--- config.mk ---
export PLATFORM = sky130hd
export DESIGN_NAME = piano_note_player
export DESIGN_NICKNAME = d
export VERILOG_FILES = /design/src/rtl/piano_note_player_pkg.sv /design/src/rtl/piano_freq_rom.sv /design/src/rtl/piano_note_player.sv
export SDC_FILE = /design/constraint.sdc
export NUM_CORES = 1
export LEC_CHECK = 0
export CAP_MARGIN = 25
export CORE_ASPECT_RATIO = 1.75
export CORE_MARGIN = 2
export CORE_UTILIZATION = 55
export DETAILED_ROUTE_END_ITERATION = 10
export GPL_ROUTABILITY_DRIVEN = 0
export GPL_TIMING_DRIVEN = 0
export PLACE_DENSITY = 0.82
export SETUP_SLACK_MARGIN = 0.1
export SYNTH_ARGS = -nofsm -noshare
export SYNTH_HDL_FRONTEND = slang
export SYNTH_SLANG_ARGS = --single-unit
--- constraint.sdc ---
create_clock -name clk -period 2.75 [get_ports clk]
set_input_delay 0.6875 -clock clk [delete_from_list [all_inputs] [get_ports clk]]
set_output_delay 0.6875 -clock clk [all_outputs]
set_load 0.05 [all_outputs]
--- src/rtl/piano_note_player_pkg.sv ---
// Shared definitions for the note player: state encoding, ROM geometry, step-size formula.
// Latency: none (types, constants and an elaboration-time function only).
// Backpressure: not applicable.
package piano_note_player_pkg;

  localparam int ROM_DEPTH   = 64;
  localparam int SAMPLE_RATE = 48000;
  localparam int FREQ_W      = 20;
  localparam int NOTE_W      = $clog2(ROM_DEPTH);

  typedef enum logic [2:0] {
    ST_IDLE    = 3'd0,
    ST_LOOKUP  = 3'd1,
    ST_START   = 3'd2,
    ST_PLAY    = 3'd3,
    ST_RELEASE = 3'd4
  } state_t;

  // Phase step for equal-tempered note n (A4 = note 49 = 440 Hz) as a
  // FREQ_W-bit fraction of one cycle per sample. Note 0 is a rest.
  // Only ever called with constant arguments, so it folds to a table.
  function automatic logic [FREQ_W-1:0] note_step(input int n);
    real f_hz;
    real step;
    if (n <= 0) return '0;
    f_hz = 440.0 * (2.0 ** (real'(n - 49) / 12.0));
    step = f_hz * (2.0 ** FREQ_W) / real'(SAMPLE_RATE);
    return FREQ_W'($rtoi(step + 0.5));
  endfunction

endpackage

--- src/rtl/piano_freq_rom.sv ---
// Note-index to voice step-size table, 64 x 20, registered output.
// Latency: 1 cycle from an enabled read to dout.
// Backpressure: none; dout holds its last value while en is low.
module piano_freq_rom
  import piano_note_player_pkg::*;
(
  input  logic              clk,
  input  logic              reset,
  input  logic              en,
  input  logic [NOTE_W-1:0] addr,
  output logic [FREQ_W-1:0] dout
);

  logic [FREQ_W-1:0] rom_tbl [ROM_DEPTH];

  for (genvar g = 0; g < ROM_DEPTH; g++) begin : g_tbl
    assign rom_tbl[g] = note_step(g);
  end

  // Registered read port; only advances when the player asks for a lookup.
  always_ff @(posedge clk or negedge reset) begin
    if (!reset) begin
      dout <= '0;
    end else if (en) begin
      dout <= rom_tbl[addr];
    end
  end

endmodule

--- src/rtl/piano_note_player.sv ---
// Plays one note: looks up its step size, starts the voice, counts play then release beats.
// Latency: voice_load 2 cycles after an accepted load; note_done on the final release beat.
// Backpressure: load_new_note is only taken while idle; play_enable=0 freezes counting and sample requests.
module piano_note_player
  import piano_note_player_pkg::*;
#(
  parameter int DUR_W         = 6,
  parameter int RELEASE_BEATS = 2
) (
  input  logic              clk,
  input  logic              reset,
  input  logic              play_enable,
  input  logic              load_new_note,
  input  logic [NOTE_W-1:0] note_in,
  input  logic [DUR_W-1:0]  duration_in,
  input  logic              beat,
  input  logic              generate_next,
  output logic [FREQ_W-1:0] voice_freq,
  output logic [NOTE_W-1:0] voice_note,
  output logic              voice_load,
  output logic              voice_generate_next,
  output logic              voice_done,
  output logic              note_done,
  output logic              busy
);

  localparam int               REL_W    = (RELEASE_BEATS < 2) ? 1 : $clog2(RELEASE_BEATS + 1);
  localparam logic [REL_W-1:0] REL_INIT = REL_W'(RELEASE_BEATS);

  state_t            state_q, state_nxt;
  logic [DUR_W-1:0]  dur_q, dur_nxt;
  logic [REL_W-1:0]  rel_q, rel_nxt;
  logic [NOTE_W-1:0] note_q, note_nxt;
  logic [FREQ_W-1:0] freq_nxt;
  logic [NOTE_W-1:0] vnote_nxt;
  logic [FREQ_W-1:0] rom_q;
  logic              rom_en;
  logic              beat_tick;

  // Only beats seen while playing count; a paused beat is simply lost.
  assign beat_tick = beat & play_enable;

  // The ROM is addressed straight from note_in on the accepting cycle, so its
  // registered output is ready during LOOKUP and can be captured into voice_freq
  // on the way into START.
  piano_freq_rom u_rom (
    .clk   (clk),
    .reset (reset),
    .en    (rom_en),
    .addr  (note_in),
    .dout  (rom_q)
  );

  // State, counters and the voice-facing note registers.
  always_ff @(posedge clk or negedge reset) begin
    if (!reset) begin
      state_q    <= ST_IDLE;
      dur_q      <= '0;
      rel_q      <= '0;
      note_q     <= '0;
      voice_freq <= '0;
      voice_note <= '0;
    end else begin
      state_q    <= state_nxt;
      dur_q      <= dur_nxt;
      rel_q      <= rel_nxt;
      note_q     <= note_nxt;
      voice_freq <= freq_nxt;
      voice_note <= vnote_nxt;
    end
  end

  // Next state, counter updates and the note_done pulse.
  always_comb begin
    state_nxt = state_q;
    dur_nxt   = dur_q;
    rel_nxt   = rel_q;
    note_nxt  = note_q;
    freq_nxt  = voice_freq;
    vnote_nxt = voice_note;
    rom_en    = 1'b0;
    note_done = 1'b0;
    case (state_q)
      ST_IDLE: begin
        if (load_new_note) begin
          note_nxt  = note_in;
          dur_nxt   = duration_in;
          rom_en    = 1'b1;
          state_nxt = ST_LOOKUP;
        end
      end
      ST_LOOKUP: begin
        freq_nxt  = rom_q;
        vnote_nxt = note_q;
        state_nxt = ST_START;
      end
      ST_START: begin
        if (dur_q == '0) begin
          rel_nxt   = REL_INIT;
          state_nxt = ST_RELEASE;
        end else begin
          state_nxt = ST_PLAY;
        end
      end
      ST_PLAY: begin
        if (beat_tick && (dur_q != '0)) begin
          dur_nxt = dur_q - DUR_W'(1);
          if (dur_q == DUR_W'(1)) begin
            rel_nxt   = REL_INIT;
            state_nxt = ST_RELEASE;
          end
        end
      end
      ST_RELEASE: begin
        if (beat_tick && (rel_q != '0)) begin
          rel_nxt = rel_q - REL_W'(1);
          if (rel_q == REL_W'(1)) begin
            note_done = 1'b1;
            state_nxt = ST_IDLE;
          end
        end
      end
      default: begin
        state_nxt = ST_IDLE;
      end
    endcase
  end

  assign busy                = (state_q != ST_IDLE);
  assign voice_load          = (state_q == ST_START);
  assign voice_done          = (state_q == ST_RELEASE);
  assign voice_generate_next = generate_next & play_enable &
                               ((state_q == ST_PLAY) | (state_q == ST_RELEASE));

endmodule

==> results by group, run 1 <==
Clock tree
  – Clock Tree Buf Depth: 2
  – Clk root buf: clkbuf_16
  – H-tree depth: 2
  – CTS Hold Bufs: 0
  – Clk_lat worst skew: ~290 ps
  – Worst-path clk slew: 60 ps
  – CTS tree: done
  – TritonCTS Sinks: 53
  – Cts bufs inserted: 5

Global route
  – First-pass GRT wire length: 17700 microns
  – Pin count of the biggest net entering global routing: 43
  – Antenna violations before repair: 0
  – Vias in the first global route: 3763
  – Grt ovf: 0
  – Total global-route track usage: 0.308

Worst setup path
  – Kind of critical path: in2reg
  – Worst endpoint required time: about 3000 ps
  – Max incr delay on CP: around 470 ps
  – Reg2Reg Depth: 7
  – Worst EP arrival: 2770 ps
  – Critical path peak fanout: 10
  – Startpoint Class: input pin
  – Slowest library cell on the worst path: mux4_2
  – Critical path cell sequence: clkdlybuf4s15_2, buf_4, clkinvlp_4, ha_4, or2b_2, o21ai_1, mux4_2, and2_1, o31ai_1
  – CP endpoint kind: register

Pwr
  – Seq pwr share: 0.328
  – PnR Total Power: 4210 uW
  – Maximum VDD drop: 0.391 mV
  – Psw: 1890 uW
  – Cell-internal power: 2330 uW
  – Logic pwr share: 0.533
  – Clk pwr share: 0.138
  – Static Leak: 0.00191 uW
  – Sw frac: 0.448
  – Power per Cell Area: 943 nW/um^2

Timing
  – Hold Vio Cnt, Final: 0
  – Tmin final: 2580 ps
  – Tightest Pin Transition: 587 ps
  – Unrepaired setup endpoints after global routing: false
  – Slew Limit Headroom: 0.609
  – Final Max Tran Viols: 0
  – Peak Freq: 0.388 GHz
  – # setup viols final: 0
  – Min setup slack post-route: between 150 and 200 ps
  – Fin crit share: 0.937
  – Clock Skew: 3.04 ps
  – Final hold slack: 268 ps

Synthesis
  – Yosys reg bits: 53
  – Synth Instances: 427
  – Synthesis Warnings: 0
  – Prevailing post-synth register cell: dfrtp_1
  – Area of the mapped netlist: 3720 sq um
  – Synth cell types: 65
  – Mean area per synthesized cell: roughly 8.7 sq um
  – Number of synthesized flops with an enable pin: 0
  – Sequential area share after synthesis: 0.357
  – Share of flip-flops with an asynchronous set or reset: 1.00

Run status
  – Status: finished clean

Final layout
  – Finished Cell Area: 4470 sq um
  – Most common cell after layout, fill and taps aside: dfrtp_1
  – Area Growth Syn to Fin: 20.2%
  – Nets@finish: approximately 520
  – Commonest cells after routing, fill and taps aside: dfrtp_1, nand2_1, o21ai_0, clkdlybuf4s50_1, nor2_1
  – Layout cells sized above 1: 0.168
  – ANT cells: 0
  – Final Util: 0.683

Die
  – Core ar.: 6540 sq um
  – Die Area: 7460 sq um
  – Initial core utilization: 0.569
  – Die W: about 66 microns
  – Top Ports: 49
  – Row count: 39
  – Chip height: 113 microns

Detailed routing
  – Wire per inst: 19.2 microns
  – Detail Route Antenna Nets: 0
  – DR pass1 iterations: 5
  – Vias/cell: approximately 6.6
  – Number of remaining DRC errors: 0
  – Initial DRC Count: 349
  – Final WL: 10800 microns
  – Vias post-DR: 3719

Placement
  – IO Port Bufs: between 40 and 50
  – Post-DP HPWL: 8040 microns
  – Worst slack, placed: -692 ps
  – Post-DP Area: 4280 sq um

Worst hold path
  – HP Class: in2async

Run
  – Max-cap violation count: 0
## final cells by class
cell class              count  area [sq um]
clock inverters             1          5.00
flip-flops and latches     53          1330
inverters                  12          48.8
repair buffers             46           457
well taps                  82           103
clock buffers               5           125
plain buffers              39           215
multi-input cells         327          2190
fillers                   534          2070
## logic make-up after synthesis
| logic type | count (synthesis) | synth area share |
|---|---|---|
| flops | 53 | 0.357 |
| fa+ha+maj | 15 | 0.0498 |
| other cells | 1 | 0.00101 |
| mux | 31 | 0.103 |
| xor+xnor | 1 | 0.00236 |
| compound gates | 145 | 0.250 |
| simple gates | 130 | 0.169 |
| buf+inv | 51 | 0.0683 |
## stage by stage
step           std cells  setup TNS (ps)
6_report             565               0
5_1_grt              565               0
4_1_cts              563               0
3_5_place_dp         557           -6550
3_3_place_gp         556          -30920
2_1_floorplan        431               0
## layer usage
metal,global-route usage,part of all wire,wire (microns)
met5,0,0,0
met3,0.0577,0.078,847
met2,0.527,0.52,5600
met4,0.229,0.070,754
met1,0.323,0.34,3640
## state kept, by name (all words and copies together), names as in the netlist
| name | count |
|---|---|
| dur_q | 6 |
| note_q | 6 |
| rel_q | 2 |
| state_q | 3 |
| u_rom.dout | 15 |
| voice_freq | 15 |
| voice_note | 6 |
## cell usage after synthesis, types with 3 or more instances
cell type / number / share of area
a211oi_1: 12 / 0.024
a21oi_1: 32 / 0.043
a31oi_1: 9 / 0.015
and2_1: 5 / 0.0084
buf_2: 14 / 0.019
buf_4: 8 / 0.016
clkbuf_1: 14 / 0.014
dfrtp_1: 53 / 0.36
ha_1: 14 / 0.047
inv_1: 10 / 0.010
mux2_2: 21 / 0.064
mux2i_1: 4 / 0.011
mux4_2: 3 / 0.018
nand2_1: 52 / 0.053
nand2b_1: 6 / 0.010
nand3_1: 5 / 0.0067
nand3b_1: 3 / 0.0061
nor2_1: 32 / 0.032
nor2b_1: 7 / 0.012
nor3_1: 8 / 0.011
o211ai_1: 6 / 0.012
o21ai_0: 35 / 0.047
o21ai_1: 7 / 0.0094
o21bai_1: 4 / 0.0081
o22ai_1: 3 / 0.0050
o311ai_0: 3 / 0.0071
o31ai_1: 4 / 0.0081
o41ai_1: 3 / 0.0071
## power by group through the flow
stage / clock, uW / sequential, uW / combinational [uW]
6_report: 583 / 1380 / 2250
5_1_grt: 629 / 1430 / 2420
4_1_cts: 594 / 1380 / 2220
3_5_place_dp: 0 / 1390 / 2210
3_3_place_gp: 0 / 1370 / 2160
2_1_floorplan: 0 / 1810 / 1100
## critical path, delay by kind of cell
kind	cells	cell delay (ps)
buffers and inverters	3	650
adder cells (fa/ha/maj)	1	310
multiplexers	1	470
AO/OA/AOI/OAI	2	300
AND/OR/NAND/NOR	2	350
## timing repair
item | CTS | global route
setup buffers | 0 | 2
endpoints found under the hold margin | 0 | 0
gates cloned | 0 | 0
resized for setup | 16 | 15
endpoints found under the setup margin | 16 | 8
## path summary, 6_finish.rpt
kind                                                 from                   endpoint  slack [ps]
worst min register to register  u_rom.dout[6]$_DFFE_PN0P_  u_rom.dout[6]$_DFFE_PN0P_         480
max in group asynchronous                           reset       rel_q[0]$_DFFE_PN0P_        1980
worst min-delay path                                reset       dur_q[1]$_DFFE_PN0P_         270
worst max register to register       dur_q[0]$_DFFE_PN0P_       rel_q[1]$_DFFE_PN0P_         680
worst max-delay path                           note_in[0]  u_rom.dout[2]$_DFFE_PN0P_         170
min in group clk                u_rom.dout[6]$_DFFE_PN0P_  u_rom.dout[6]$_DFFE_PN0P_         480
No activity file was read; power rests on OpenSTA's default activity.
==> run 2, diff against run 1 <==
Settings changed: CELL_PAD_IN_SITES_DETAIL_PLACEMENT set to 2, CELL_PAD_IN_SITES_GLOBAL_PLACEMENT set to 2, CORE_MARGIN 2 to not set, CORE_UTILIZATION 55 to 37, PLACE_DENSITY 0.82 to 0.89, SKIP_LAST_GASP set to 1.
==> run 2 against run 1 <==
Effect of this change:
- design area up 3.1%
- largest cell class unchanged
- critical path type unchanged
- combinational power up 7%
- cell count up 8.3%
- critical endpoint is now u_rom.dout[1]$_DFFE_PN0P_
==> results by group, run 2 (synthesis results as in run 1) <==
Run status
  – Status: finished clean (unchanged)

Worst setup path
  – Worst EP arrival: 2760 ps (was 2770 ps)
  – Most frequent CP cell: buf_6
  – Startpoint Class: input pin (unchanged)
  – R2R Path End: rel_q[1]$_DFFE_PN0P_ (unchanged)
  – Slowest library cell on the worst path: clkdlybuf4s50_1 (was mux4_2)
  – Kind of critical path: in2reg (unchanged)
  – Worst endpoint required time: 2920 ps (was 2950 ps)
  – Crit path max-delay family: buffers and inverters (unchanged)
  – FF-to-FF Start: dur_q[0]$_DFFE_PN0P_ (unchanged)
  – Worst Path Buf+Inv: 4 (was 3)
  – Critical path peak fanout: 10 (unchanged)
  – Max incr delay on CP: 530 ps (was 470 ps)
  – CP endpoint kind: register (unchanged)
  – Reg2Reg Depth: 7 (unchanged)
  – Critical path cell sequence: clkdlybuf4s50_1, buf_6, buf_6, buf_4, nor2_1, a22oi_1, o21ai_0, a211oi_1, o41ai_1 (was clkdlybuf4s15_2, buf_4, clkinvlp_4, ha_4, or2b_2, o21ai_1, mux4_2, and2_1, o31ai_1)
  – R2r setup slk: 600 ps (was 680 ps)

Detailed routing
  – DR pass1 iterations: 4 (was 5)
  – Wire per inst: 25.7 microns (was 19.2 microns)
  – Initial DRC Count: 219 (was 349)
  – Vias post-DR: 3766 (was 3719)
  – Final WL: 15800 microns (was 10800 microns)
  – Number of remaining DRC errors: 0 (unchanged)
  – Detail Route Antenna Nets: 0 (unchanged)
  – Vias/cell: 6.15 (was 6.58)

Final layout
  – Area Growth Syn to Fin: 23.8% (was 20.2%)
  – Nets@finish: 518 (was 516)
  – Final Util: 0.470 (was 0.683)
  – Most common cell after layout, fill and taps aside: dfrtp_1 (unchanged)
  – Layout cells sized above 1: 0.177 (was 0.168)
  – Finished Cell Area: 4600 sq um (was 4470 sq um)
  – Commonest cells after routing, fill and taps aside: dfrtp_1, nand2_1, o21ai_0, clkdlybuf4s50_1 (was dfrtp_1, nand2_1, o21ai_0, clkdlybuf4s50_1, nor2_1)
  – Top Registers: u_rom.dout x15, voice_freq x15 (unchanged)
  – ANT cells: 0 (unchanged)

Die
  – Core ar.: 9790 sq um (was 6540 sq um)
  – Top Ports: 49 (unchanged)
  – Initial core utilization: 0.380 (was 0.569)
  – Die Area: 10500 sq um (was 7460 sq um)
  – Die W: 77.8 microns (was 66.1 microns)
  – Row count: 48 (was 39)
  – Chip height: 135 microns (was 113 microns)

Global route
  – Antenna violations before repair: 0 (unchanged)
  – Total global-route track usage: 0.313 (was 0.308)
  – Grt ovf: 0 (unchanged)
  – Vias in the first global route: 4353 (was 3763)
  – Pin count of the biggest net entering global routing: 41 (was 43)
  – First-pass GRT wire length: 24300 microns (was 17700 microns)

Pwr
  – Static Leak: 0.00193 uW (was 0.00191 uW)
  – Power per Cell Area: 1020 nW/um^2 (was 943 nW/um^2)
  – Maximum VDD drop: 0.537 mV (was 0.391 mV)

Timing
  – Tmin final: 2590 ps (was 2580 ps)
  – # setup viols final: 0 (unchanged)
  – Clock Skew: 8.29 ps (was 3.04 ps)
  – Hold Vio Cnt, Final: 0 (unchanged)
  – Final Max Tran Viols: 0 (unchanged)
  – Fin crit share: 0.943 (was 0.937)
  – Peak Freq: 0.386 GHz (was 0.388 GHz)
  – Tightest Pin Transition: 625 ps (was 587 ps)
  – Unrepaired setup endpoints after global routing: true (was false)
  – Final hold slack: 281 ps (was 268 ps)
  – Slew Limit Headroom: 0.584 (was 0.609)

Clock tree
  – Clock Tree Buf Depth: 2 (unchanged)
  – CTS tree: done (unchanged)
  – TritonCTS Sinks: 53 (unchanged)
  – Cts bufs inserted: 5 (unchanged)
  – CTS Hold Bufs: 0 (unchanged)
  – Clk root buf: clkbuf_16 (unchanged)
  – Worst-path clk slew: 80 ps (was 60 ps)
  – Clk_lat worst skew: 310 ps (was 290 ps)
  – H-tree depth: 2 (unchanged)

Run
  – Max-cap violation count: 0 (unchanged)

Worst hold path
  – HP Class: in2async (unchanged)

Placement
  – Post-DP Area: 4330 sq um (was 4280 sq um)
  – Post-DP HPWL: 11300 microns (was 8040 microns)
  – IO Port Bufs: 43 (unchanged)
==> run 2: worst max-delay path by stage <==
| stage | startpoint | to | cells past startpoint |
|---|---|---|---|
| floorplan | note_in[0] | u_rom.dout[2]$_DFFE_PN0P_ | 8 |
| global placement | note_in[0] | u_rom.dout[4]$_DFFE_PN0P_ | 10 |
| detailed placement | note_in[0] | u_rom.dout[4]$_DFFE_PN0P_ | 10 |
| CTS | state_q[0]$_DFFE_PN0P_ | voice_done | 5 |
| global route | state_q[0]$_DFFE_PN0P_ | voice_generate_next | 5 |
| finish | note_in[2] | u_rom.dout[1]$_DFFE_PN0P_ | 9 |
==> run 2: where the power goes <==
| group | leakage (uW) | internal, uW | switching [uW] | total, uW |
|---|---|---|---|---|
| combinational | 0.00119 | 860 | 1550 | 2410 |
| clock | 0.0000944 | 526 | 324 | 850 |
| sequential | 0.000645 | 1140 | 289 | 1430 |
==> run 2: layout make-up <==
class | count | area, sq um
Clock inverter | 3 | 68.8
Sequential cell | 53 | 1330
Multi-Input combinational cell | 327 | 2180
Inverter | 12 | 52.6
Tap cell | 125 | 156
Clock buffer | 5 | 125
Buffer | 39 | 226
Timing Repair Buffer | 48 | 469
Fill cell | 1063 | 5190
==> run 2: what timing repair did <==
item,in CTS,in global routing
gates resized for setup,26,9
setup buffers,4,0
pin swaps,0,0
endpoints found under the setup margin,17,6
==> run 2: routing by layer <==
layer / part of all wire / track usage / vias up / routed length, microns
met5: 0 / 0 / - / 0
met2: 0.55 / 0.586 / 163 / 8730
li1: - / - / 1652 / -
met1: 0.34 / 0.309 / 1879 / 5420
met4: 0.066 / 0.247 / 0 / 1040
met3: 0.035 / 0.0311 / 72 / 558
==> run 2: worst register-to-register path, delay by kind of cell (launching register included) <==
family          cells  cell delay, ps
fa+ha+maj           1             320
buf+inv             2             410
mux                 1             340
compound gates      2             450
flops               1             360
simple gates        1             150
==> run 2: metrics by stage <==
stage	power [uW]	TNS (ps)	setup WS [ps]	instances
after global routing	4890	0	96.2	612
after floorplan	2910	0	397	431
after detailed placement	3760	-8640	-951	600
final	4690	0	158	612
after global placement	3590	-36460	-810	599
after CTS	4690	0	120	612
==> run 3, diff against run 2 <==
Settings changed: CORE_UTILIZATION 37 to 34, PLACE_DENSITY 0.89 to 0.83.
Clock period 2.75 ns to 2.9 ns, I/O delays scaled along.
==> run 3 against run 2 <==
Effect of this change:
- setup slack gained 45 ps
- sequential share of layout area up 0.50 points
- clock skew decreased by 4.4 ps
- first-iteration DRC count down 41%
- register-to-register slack better by 130 ps
- wire length shrank 8.1%
- clock power down 30%
- global-route usage shrank 4.3 points
- flip-flop and latch count unchanged
- critical path type is now in2out
- largest cell class unchanged
- largest power group unchanged
==> results by group, run 3 (synthesis results as in run 1) <==
Pwr
  – Power per Cell Area: 916 nW/um^2 (was 1020 nW/um^2)
  – Static Leak: 0.00191 uW (was 0.00193 uW)
  – Maximum VDD drop: 0.512 mV (was 0.537 mV)

Global route
  – Total global-route track usage: 0.270 (was 0.313)
  – Vias in the first global route: 4157 (was 4353)
  – Pin count of the biggest net entering global routing: 34 (was 41)
  – First-pass GRT wire length: 22800 microns (was 24300 microns)
  – Antenna violations before repair: 0 (unchanged)
  – Grt ovf: 0 (unchanged)

Clock tree
  – CTS tree: done (unchanged)
  – Cts bufs inserted: 5 (unchanged)
  – CTS Hold Bufs: 0 (unchanged)
  – H-tree depth: 2 (unchanged)
  – Clk root buf: clkbuf_16 (unchanged)
  – Clk_lat worst skew: 290 ps (was 310 ps)
  – TritonCTS Sinks: 53 (unchanged)
  – Clock Tree Buf Depth: 2 (unchanged)
  – Worst-path clk slew: 60 ps (was 80 ps)

Timing
  – Clock Skew: 3.88 ps (was 8.29 ps)
  – Final Max Tran Viols: 0 (unchanged)
  – Unrepaired setup endpoints after global routing: false (was true)
  – Tmin final: 2700 ps
  – Setup TNS Final: 0 ps (unchanged)
  – # setup viols final: 0 (unchanged)
  – Tightest Pin Transition: 592 ps (was 625 ps)
  – Slew Limit Headroom: 0.605 (was 0.584)
  – Final hold slack: 396 ps (was 281 ps)
  – Fin crit share: 0.930
  – Peak Freq: 0.371 GHz
  – Hold Vio Cnt, Final: 0 (unchanged)

Detailed routing
  – Wire per inst: 23.5 microns (was 25.7 microns)
  – DR pass1 iterations: 4 (unchanged)
  – Final WL: 14500 microns (was 15800 microns)
  – Number of remaining DRC errors: 0 (unchanged)
  – Detail Route Antenna Nets: 0 (unchanged)
  – Vias/cell: 5.96 (was 6.15)
  – Vias post-DR: 3670 (was 3766)
  – Initial DRC Count: 129 (was 219)

Final layout
  – Layout cells sized above 1: 0.158 (was 0.177)
  – Commonest cells after routing, fill and taps aside: dfrtp_1, nand2_1, clkdlybuf4s50_1 (was dfrtp_1, nand2_1, o21ai_0, clkdlybuf4s50_1)
  – Top Registers: u_rom.dout x15, voice_freq x15 (unchanged)
  – ANT cells: 0 (unchanged)
  – # fillers: 1201 (was 1063)
  – Register cell area after layout: 1330 sq um (unchanged)
  – Most common cell after layout, fill and taps aside: dfrtp_1 (unchanged)
  – Nets@finish: 518 (unchanged)
  – Post-Layout Cell Count: 616 (was 612)
  – Area Growth Syn to Fin: 21.7% (was 23.8%)
  – Area of the multi-input gates: 2150 sq um (was 2180 sq um)

Worst setup path
  – Kind of critical path: in2out (was in2reg)
  – Slowest library cell on the worst path: clkdlybuf4s50_1 (unchanged)
  – Worst endpoint required time: 2170 ps (was 2920 ps)
  – Critical path peak fanout: 5 (was 10)
  – Critical path cell sequence: clkdlybuf4s50_1, nand2_1, nor2_1, nand2_1, nor2_1, clkbuf_4 (was clkdlybuf4s50_1, buf_6, buf_6, buf_4, nor2_1, a22oi_1, o21ai_0, a211oi_1, o41ai_1)
  – Max incr delay on CP: 480 ps (was 530 ps)
  – CP endpoint kind: output pin (was register)
  – Startpoint Class: input pin (unchanged)
  – Worst EP arrival: 1970 ps (was 2760 ps)

Placement
  – Post-DP HPWL: 11200 microns (was 11300 microns)
  – Post-Place Cells: 605 (was 600)
  – IO Port Bufs: 43 (unchanged)

Die
  – Chip height: 140 microns (was 135 microns)
  – Row count: 50 (was 48)
  – Initial core utilization: 0.347 (was 0.380)
  – Die W: 81.0 microns (was 77.8 microns)
  – Top Ports: 49 (unchanged)
  – Die Area: 11400 sq um (was 10500 sq um)
  – Core ar.: 10700 sq um (was 9790 sq um)

Run status
  – Status: finished clean (unchanged)

Worst hold path
  – HP Class: in2async (unchanged)

Run
  – Max-cap violation count: 0 (unchanged)
[run 3: cell type report]
cell class | count | share of cell area
Multi-Input combinational cell | 327 | 0.476
Sequential cell | 53 | 0.293
Timing Repair Buffer | 48 | 0.103
Buffer | 39 | 0.0492
Tap cell | 130 | 0.0360
Clock buffer | 7 | 0.0315
Inverter | 12 | 0.0116
[run 3: per-layer routing]
| metal | GRT usage | share of wire | wire length, microns | vias up |
|---|---|---|---|---|
| met5 | 0 | 0 | 0 | - |
| met3 | 0.0261 | 0.026 | 370 | 47 |
| li1 | - | - | - | 1655 |
| met2 | 0.517 | 0.57 | 8320 | 106 |
| met4 | 0.164 | 0.049 | 703 | 0 |
| met1 | 0.266 | 0.35 | 5090 | 1862 |
[run 3: worst paths after layout]
| kind | from | to | slack [ps] | cells past startpoint |
|---|---|---|---|---|
| setup / recovery | play_enable | note_done | 200 | 6 |
| hold / removal | reset | voice_freq[2]$_DFFE_PN0N_ | 400 | 1 |
| setup reg to reg | dur_q[0]$_DFFE_PN0P_ | rel_q[1]$_DFFE_PN0P_ | 730 | 7 |
| hold reg to reg | u_rom.dout[5]$_DFFE_PN0P_ | u_rom.dout[5]$_DFFE_PN0P_ | 490 | 2 |
| max in group asynchronous | reset | voice_freq[13]$_DFFE_PN0N_ | 1950 | 2 |
| min in group clk | u_rom.dout[5]$_DFFE_PN0P_ | u_rom.dout[5]$_DFFE_PN0P_ | 490 | 2 |
[run 3: per-stage QoR]
stage                     worst slack, ps  instance area [sq um]  power, uW   util
after floorplan                       510                   3730       2760      -
after global placement               -701                   4330       3410  0.404
after detailed placement             -840                   4340       3550  0.406
after CTS                             127                   4500       4180  0.421
after global routing                  113                   4520       4380  0.423
final                                 203                   4520       4140  0.423
[run 3: worst max-delay path: cells and delay by family]
| kind | cells | cell delay [ps] |
|---|---|---|
| buffers and inverters | 2 | 720 |
| and+or+nand+nor | 4 | 540 |
[run 3: power by group]
part	internal [uW]	total [uW]	leakage (uW)	switching [uW]
clock	340	592	0.0000700	253
combinational	810	2230	0.00119	1420
sequential	1080	1330	0.000645	243
[run 3: what timing repair did]
action | in CTS | in global routing
buffers inserted | 2 | 2
resized for setup | 17 | 5
setup endpoints to repair | 16 | 5
pin swaps | 0 | 0
endpoints found under the hold margin | 0 | 0
